--- config.mk ---
export PLATFORM = sky130hd
export DESIGN_NAME = latch_sync_debounce
export DESIGN_NICKNAME = d
export VERILOG_FILES = /design/src/rtl/latch_sync_debounce.sv
export SDC_FILE = /design/constraint.sdc
export NUM_CORES = 1
export LEC_CHECK = 0
export ABC_AREA = 1
export CORE_MARGIN = 2
export CORE_UTILIZATION = 40
export DETAILED_ROUTE_END_ITERATION = 16
export GPL_ROUTABILITY_DRIVEN = 0
export PLACE_DENSITY = 0.63
export SKIP_LAST_GASP = 1
export SYNTH_ARGS = -nofsm -noshare
export SYNTH_HDL_FRONTEND = slang
export SYNTH_SLANG_ARGS = --single-unit
--- constraint.sdc ---
create_clock -name clk -period 1.66 [get_ports clk]
set_clock_uncertainty 0.1 [all_clocks]
set_input_delay 0.332 -clock clk [delete_from_list [all_inputs] [get_ports clk]]
set_output_delay 0.332 -clock clk [all_outputs]
set_load 0.005 [all_outputs]
--- src/rtl/latch_sync_debounce.sv ---
// ---------------------------------------------------------------------------
// latch_sync_debounce
//   Brings the asynchronous q level of an upstream latch into the clk domain.
//   The level passes through a SYNC_STAGES-deep flop chain. A four-state
//   debounce FSM then accepts a new level only after DEBOUNCE_CYCLES
//   consecutive equal synchronized samples.
//
// Ports
//   clk        : single clock, rising edge
//   reset      : asynchronous, active-high reset
//   data_in    : asynchronous level from the latch q output
//   enable     : synchronous qualifier; 0 freezes the accepted level and
//                aborts any pending qualification
//   q_stable   : debounced, registered level
//   rise_pulse : one-clk strobe when q_stable goes 0->1
//   fall_pulse : one-clk strobe when q_stable goes 1->0
//   busy       : 1 while a level change is being qualified (CHK states)
//
// There is no handshake. The rise and fall strobes are fire-and-forget
// single-cycle indications. Downstream logic must sample them on the clk
// edge that follows their assertion.
// ---------------------------------------------------------------------------
module latch_sync_debounce #(
   parameter int SYNC_STAGES     = 2,
   parameter int DEBOUNCE_CYCLES = 4,
   parameter int CNT_WIDTH       = 8
) (
   input  logic clk,
   input  logic reset,
   input  logic data_in,
   input  logic enable,
   output logic q_stable,
   output logic rise_pulse,
   output logic fall_pulse,
   output logic busy
);

   typedef enum logic [1:0] {
      S_LOW      = 2'd0,
      S_CHK_HIGH = 2'd1,
      S_HIGH     = 2'd2,
      S_CHK_LOW  = 2'd3
   } state_t;

   localparam logic [CNT_WIDTH-1:0] DB_CNT  = CNT_WIDTH'(DEBOUNCE_CYCLES);
   localparam logic [CNT_WIDTH-1:0] CNT_ONE = CNT_WIDTH'(1);

   logic [SYNC_STAGES-1:0] sync_q, sync_d;
   state_t                 state_q, state_d;
   logic [CNT_WIDTH-1:0]   cnt_q, cnt_d;
   logic                   q_stable_q, q_stable_d;
   logic                   rise_q, rise_d;
   logic                   fall_q, fall_d;

   logic                   s;
   logic [CNT_WIDTH-1:0]   cnt_inc;

   // The synchronizer shifts every cycle, independent of enable.
   assign sync_d  = {sync_q[SYNC_STAGES-2:0], data_in};
   assign s       = sync_q[SYNC_STAGES-1];
   assign cnt_inc = cnt_q + CNT_ONE;

   always_comb begin
      state_d    = state_q;
      cnt_d      = cnt_q;
      q_stable_d = q_stable_q;
      rise_d     = 1'b0;
      fall_d     = 1'b0;
      if (!enable) begin
         // Abort any pending check. The accepted level stays where it is.
         if (state_q == S_CHK_HIGH) state_d = S_LOW;
         if (state_q == S_CHK_LOW)  state_d = S_HIGH;
         cnt_d = '0;
      end else begin
         case (state_q)
            S_LOW: begin
               if (s) begin
                  if (DEBOUNCE_CYCLES == 1) begin
                     state_d    = S_HIGH;
                     q_stable_d = 1'b1;
                     rise_d     = 1'b1;
                     cnt_d      = '0;
                  end else begin
                     state_d = S_CHK_HIGH;
                     cnt_d   = CNT_ONE;
                  end
               end
            end
            S_CHK_HIGH: begin
               // A reversal takes priority even on the completing sample.
               if (!s) begin
                  state_d = S_LOW;
                  cnt_d   = '0;
               end else if (cnt_inc == DB_CNT) begin
                  state_d    = S_HIGH;
                  q_stable_d = 1'b1;
                  rise_d     = 1'b1;
                  cnt_d      = '0;
               end else begin
                  cnt_d = cnt_inc;
               end
            end
            S_HIGH: begin
               if (!s) begin
                  if (DEBOUNCE_CYCLES == 1) begin
                     state_d    = S_LOW;
                     q_stable_d = 1'b0;
                     fall_d     = 1'b1;
                     cnt_d      = '0;
                  end else begin
                     state_d = S_CHK_LOW;
                     cnt_d   = CNT_ONE;
                  end
               end
            end
            S_CHK_LOW: begin
               if (s) begin
                  state_d = S_HIGH;
                  cnt_d   = '0;
               end else if (cnt_inc == DB_CNT) begin
                  state_d    = S_LOW;
                  q_stable_d = 1'b0;
                  fall_d     = 1'b1;
                  cnt_d      = '0;
               end else begin
                  cnt_d = cnt_inc;
               end
            end
            default: begin
               state_d = S_LOW;
               cnt_d   = '0;
            end
         endcase
      end
   end

   always_ff @(posedge clk or posedge reset) begin
      if (reset) begin
         sync_q     <= '0;
         state_q    <= S_LOW;
         cnt_q      <= '0;
         q_stable_q <= 1'b0;
         rise_q     <= 1'b0;
         fall_q     <= 1'b0;
      end else begin
         sync_q     <= sync_d;
         state_q    <= state_d;
         cnt_q      <= cnt_d;
         q_stable_q <= q_stable_d;
         rise_q     <= rise_d;
         fall_q     <= fall_d;
      end
   end

   assign q_stable   = q_stable_q;
   assign rise_pulse = rise_q;
   assign fall_pulse = fall_q;
   assign busy       = (state_q == S_CHK_HIGH) || (state_q == S_CHK_LOW);

endmodule

==> results of run 1 <==
-- per-stage QoR --
stage                     hold slack [ps]  instances  TNS (ps)  utilization [%]  total power, uW
after floorplan                     133.5        101         0                -            441.0
after global placement              241.4        142    -34.36            50.26            479.0
after detailed placement            248.4        142    -144.8            50.26            481.4
after CTS                           249.2        147         0            52.19            704.8
after global routing                279.2        147    -89.91            53.54            736.5
final                               238.4        147         0            53.54            699.8
-- layer usage --
layer  global-route usage (%)  up-vias  share of wire (%)
li1                         -      355                  -
met1                    19.53      337                 46
met2                    24.55       14                 48
met3                    3.067        5                3.3
met4                    8.571        0                2.6
met5                        0        -                  0
-- registers in the layout, summed over array words and instances, names as in the netlist, named ones only --
name / cells
cnt_q: 8
fall_pulse: 1
q_stable: 1
rise_pulse: 1
state_q: 1
sync_q: 2
-- layout by cell type (no fill, tap or decap), drive strengths merged --
cell,netlist,layout
a21oi,1,1
a31o,1,1
buf,0,9
clkbuf,1,3
clkdlybuf4s50,0,7
clkinv,0,1
dfrtp,15,15
ha,2,2
inv,19,19
nand2,26,26
nand3,12,12
nor2,10,10
nor3,2,2
o211ai,1,1
o21ai,8,8
o22ai,1,1
xnor2,1,1
xor2,1,1
-- worst paths after layout --
kind	start	end	slack [ps]	cells past startpoint
setup / recovery	state_q[0]	busy	60	1
min in group clk	sync_q[0]	sync_q[1]	290	0
max in group asynchronous	reset	sync_q[1]	1030	3
hold / removal	reset	cnt_q[5]	240	3
setup reg to reg	cnt_q[1]	register	80	11
hold reg to reg	sync_q[0]	sync_q[1]	290	0
-- layout make-up --
type                       count  area, um2
clock buffer                   3      22.52
clock inverter                 1      5.005
fill                         189      902.1
inverter                      19      71.32
multi-input combinational     66      390.4
sequential                    15      375.4
tap                           27      33.78
timing repair buffer          16      141.4
-- kinds of logic (layout without fill, tap and decap cells) --
kind of cell	Yosys count	count (layout)	share of synthesized area (%)
and+or+nand+nor	50	50	30.37
adders and majority gates	2	2	3.067
AOI/OAI and AO/OA	12	12	8.283
DFF	15	15	46.01
buffers and inverters	20	39	9.201
xor gates and xnor gates	2	2	3.068
-- report_power, final --
group	switching [uW]	internal, uW	total (uW)	leakage [uW]
clock network	128	89.7	218	0.0000177
logic	53.5	41.5	95.0	0.000248
registers	10.6	376	387	0.000202
total	192	507	700	0.000468
-- repair_timing --
item / CTS / global route
gates cloned: 0 / 0
hold endpoints to repair: 0 / 0
hold buffers: 0 / 0
buffers inserted: 1 / 0
gates resized for setup: 1 / 5
endpoints found under the setup margin: 2 / 6
pin swaps: 0 / 4
==> impl_metrics.env, run 1 <==
export IMPL_vdd_ir_drop_max_uv=488.6
export IMPL_crit_chain="clkdlybuf4s50_1"
export IMPL_synth_seq_area_share_pct=46.01
export IMPL_fin_ws_ps=60.57
export IMPL_finalHoldViolCount=0
export IMPL_io_pin_count=8
export IMPL_start_util_pct=42.01
export IMPL_hold_class="input port to asynchronous set/reset pin"
export IMPL_drt_initial_drc_count=18
export IMPL_path_class="register to primary output"
export IMPL_syn_to_final_growth_pct=27.45
export IMPL_tightest_slew_ps=281.2
export IMPL_drv_cap=0
export IMPL_syn_area_um2=815.8
export IMPL_relSlewSlack_pct=81.20
export IMPL_clk_path_buf_depth=2
export IMPL_drt_pass1_iter_count=4
export IMPL_syn_nets=107
export IMPL_fp_dieW_um=49.16
export IMPL_synth_area_leaders="dfrtp_1 46%, nand2_1 11%, inv_1 6.9%"
export IMPL_async_flop_share_pct=100.0
export IMPL_power_density_mw_per_mm2=673.1
export IMPL_grt_max_degree=16
export IMPL_ys_flop_type="dfrtp_1"
export IMPL_drc=0
export IMPL_post_dp_cell_area_um2=975.9
export IMPL_netlist_area_leader_share_pct=46.01
export IMPL_rows=16
export IMPL_synth_edff_count=0
export IMPL_period_minus_slack_ps=1599
export IMPL_pre_cts_ws_ps=-52.78
export IMPL_via_per_inst=4.837
export IMPL_cp_start_kind="register"
export IMPL_num_vias=711
export IMPL_worstPathMaxFanout=2
export IMPL_yosys_warnings=0
export IMPL_clock_sinks=15
export IMPL_fin_crit_sh_pct=96.35
export IMPL_worstPathArrival_ps=1170
export IMPL_antenna_found_initial=0
export IMPL_port_buffers=7
export IMPL_drive_above_1_share_pct=24.17
export IMPL_gr_total_overflow=0
export IMPL_detail_route_antenna_nets=0
export IMPL_power_leakage_uw=0.0004680
export IMPL_insertion_delay_ps=300
export IMPL_fin_nets=127
export IMPL_syn_instance_count=101
export IMPL_cp_slowest_cell="clkdlybuf4s50_1"
export IMPL_cts_buffers=3
export IMPL_setup_viol=0
export IMPL_critPathMaxStageDelay_ps=510
export IMPL_wl_per_cell_um=11.14
export IMPL_die_area_mm2=0.002417
export IMPL_cp_required_ps=1230
export IMPL_hpwl_um=1259
export IMPL_worst_path_buf_inv=1
export IMPL_grt_pass1_wl_um=2822
export IMPL_status="finished, final reports clean"
export IMPL_endpoint_kind="primary output"
export IMPL_final_area_mm2=0.001040
export IMPL_ys_ff_latch=15
export IMPL_synth_area_per_cell_um2=8.077
export IMPL_n_antenna_cell=0
export IMPL_yosysMostFrequentCell="nand2_1"
export IMPL_grt_pass1_vias=683
export IMPL_path_clk_slew_ps=100
export IMPL_slew_violations=0
export IMPL_cts_root_buf="clkbuf_4"
export IMPL_max_clock_freq_mhz=625.2
export IMPL_grt_util_all_layers_pct=15.43
export IMPL_ys_types=22
export IMPL_yosysTopAreaCell="dfrtp_1"
export IMPL_dieHeight_um=49.16
export IMPL_wl_um=1637
export IMPL_placeableCoreArea_mm2=0.001942
export IMPL_netlist_top_cells_count="24 x nand2_1, 15 x dfrtp_1, 15 x inv_1"
export IMPL_htreeDepth=1
export IMPL_grt_setup_unrepaired="true"
export IMPL_crit_family="buffers and inverters"
export IMPL_cts_tree="yes"
Power figures use the tool's default switching activity.
==> inputs of run 2 (changes only) <==
--- a/config.mk
+++ b/config.mk
@@ -6,11 +6,15 @@
 export NUM_CORES = 1
 export LEC_CHECK = 0
 export ABC_AREA = 1
+export CELL_PAD_IN_SITES_DETAIL_PLACEMENT = 1
+export CELL_PAD_IN_SITES_GLOBAL_PLACEMENT = 1
 export CORE_MARGIN = 2
-export CORE_UTILIZATION = 40
+export CORE_UTILIZATION = 36
 export DETAILED_ROUTE_END_ITERATION = 16
 export GPL_ROUTABILITY_DRIVEN = 0
-export PLACE_DENSITY = 0.63
+export GPL_TIMING_DRIVEN = 0
+export PLACE_DENSITY = 0.73
+export RECOVER_POWER = 100
 export SKIP_LAST_GASP = 1
 export SYNTH_ARGS = -nofsm -noshare
 export SYNTH_HDL_FRONTEND = slang
==> impl_metrics.env, run 2 (same netlist as run 1, synthesis figures left out) <==
export IMPL_status="finished, final reports clean"
export IMPL_io_pin_count=8
export IMPL_grt_setup_unrepaired="true"
export IMPL_slew_violations=0
export IMPL_power_density_mw_per_mm2=673.6
export IMPL_setup_viol=0
export IMPL_grt_pass1_vias=711
export IMPL_drt_pass1_iter_count=4
export IMPL_wl_per_cell_um=12.41
export IMPL_placeableCoreArea_mm2=0.002170
export IMPL_endpoint_kind="register"
export IMPL_n_antenna_cell=0
export IMPL_power_leakage_uw=0.0004421
export IMPL_cpMostUsedCell="nand2_1"
export IMPL_crit_chain="ha_2, nand2_1, inv_2, nor2_4, nand3_2, nor2_4, nand3_4, nand2_2, nand2_1, nand2_1, nand2_1"
export IMPL_port_buffers=7
export IMPL_max_clock_freq_mhz=612.0
export IMPL_clk_path_buf_depth=2
export IMPL_antenna_found_initial=0
export IMPL_cts_buffers=3
export IMPL_fin_nets=123
export IMPL_period_minus_slack_ps=1634
export IMPL_grt_util_all_layers_pct=16.63
export IMPL_htreeDepth=1
export IMPL_path_class="register to register"
export IMPL_drt_initial_drc_count=2
export IMPL_reg_top3="cnt_q (8), sync_q (2)"
export IMPL_finalPower_uw=689.4
export IMPL_largest_register_ffs=8
export IMPL_num_vias=689
export IMPL_crit_family="simple AND/OR/NAND/NOR gates"
export IMPL_start_util_pct=37.60
export IMPL_drc=0
export IMPL_fin_crit_sh_pct=98.43
export IMPL_final_common_cell="nand2_1"
export IMPL_cts_tree="yes"
export IMPL_worst_path_buf_inv=1
export IMPL_clock_sinks=15
export IMPL_worstPathArrival_ps=1730
export IMPL_vdd_ir_drop_max_uv=486.0
export IMPL_hpwl_um=1308
export IMPL_wl_um=1787
export IMPL_grt_pass1_wl_um=3105
export IMPL_mostFrequentLayoutCells="22 x nand2_1, 14 x inv_1, 14 x dfrtp_1"
export IMPL_hold_class="register to register"
export IMPL_cp_slowest_cell="dfrtp_1"
export IMPL_insertion_delay_ps=290
export IMPL_finalHoldViolCount=0
export IMPL_dieHeight_um=51.61
export IMPL_drive_above_1_share_pct=26.72
export IMPL_die_area_mm2=0.002663
export IMPL_syn_to_final_growth_pct=25.46
export IMPL_gr_total_overflow=0
export IMPL_top_register="cnt_q"
export IMPL_cts_root_buf="clkbuf_4"
export IMPL_relSlewSlack_pct=61.82
export IMPL_via_per_inst=4.785
export IMPL_ctsHoldBuffers=0
export IMPL_tightest_slew_ps=572.1
export IMPL_detail_route_antenna_nets=0
export IMPL_cp_start_kind="register"
export IMPL_critPathMaxStageDelay_ps=410
export IMPL_tns_ps=0
export IMPL_rows=17
export IMPL_whs_ps=261.6
export IMPL_fp_dieW_um=51.61
export IMPL_drv_cap=0
export IMPL_grt_max_degree=16
export IMPL_utilization_pct=47.17
export IMPL_cp_required_ps=1750
export IMPL_worstPathMaxFanout=5
export IMPL_path_clk_slew_ps=90
## run 2: changes by cell type in the layout (fill, tap and decap cells not counted), sizes merged
cell           delta
clkbuf            +2
clkdlybuf4s50     -3
buf               -5
dlygate4sd3       +2
dlygate4sd2       +1
clkinv            -1
## run 2: what timing repair did
item	4_1_cts	5_1_grt
buffers inserted	4	0
pin swaps	6	5
endpoints found under the setup margin	7	6
gates resized for setup	7	8
## run 2: path summary, 6_finish.rpt
path	from	depth (start not counted)	slack, ps	to
min reg2reg	sync_q[0]	0	260	sync_q[1]
max reg2reg	cnt_q[0]	11	30	register
min	sync_q[0]	0	260	sync_q[1]
max	cnt_q[0]	11	30	register
max in group asynchronous	reset	2	630	cnt_q[3]
min in group asynchronous	reset	2	430	cnt_q[2]
## run 2: power breakdown
part | internal [uW] | switching, uW | leakage (uW)
clock network | 93.5 | 125 | 0.0000150
logic | 32.4 | 54.0 | 0.000227
registers | 376 | 8.37 | 0.000201
total | 502 | 187 | 0.000442
## run 2: cell type report
| class | instances | area (um2) |
|---|---|---|
| clock buffer | 4 | 26.28 |
| timing repair buffer | 11 | 98.84 |
| buffer | 1 | 3.754 |
| inverter | 19 | 71.32 |
| sequential | 15 | 376.6 |
| tap | 28 | 35.03 |
| multi-input combinational | 66 | 411.6 |
| fill | 292 | 1146 |
## run 2: per-stage QoR
step	area (um2)	cells	setup WS, ps
2_1_floorplan	815.8	101	56.19
3_3_place_gp	920.9	136	-204.1
5_1_grt	1023	144	-60.00
3_5_place_dp	920.9	136	-209.2
4_1_cts	998.5	144	3.432
6_report	1023	144	26.11
## run 2: layer usage
| layer | vias to the layer above | wire [um] | share of wire (%) | global-route usage, % |
|---|---|---|---|---|
| li1 | 347 | - | - | - |
| met1 | 327 | 835 | 47 | 20.22 |
| met2 | 10 | 863 | 48 | 27.99 |
| met3 | 5 | 42 | 2.4 | 1.724 |
| met4 | 0 | 45 | 2.5 | 10.53 |
| met5 | - | 0 | 0 | 0 |
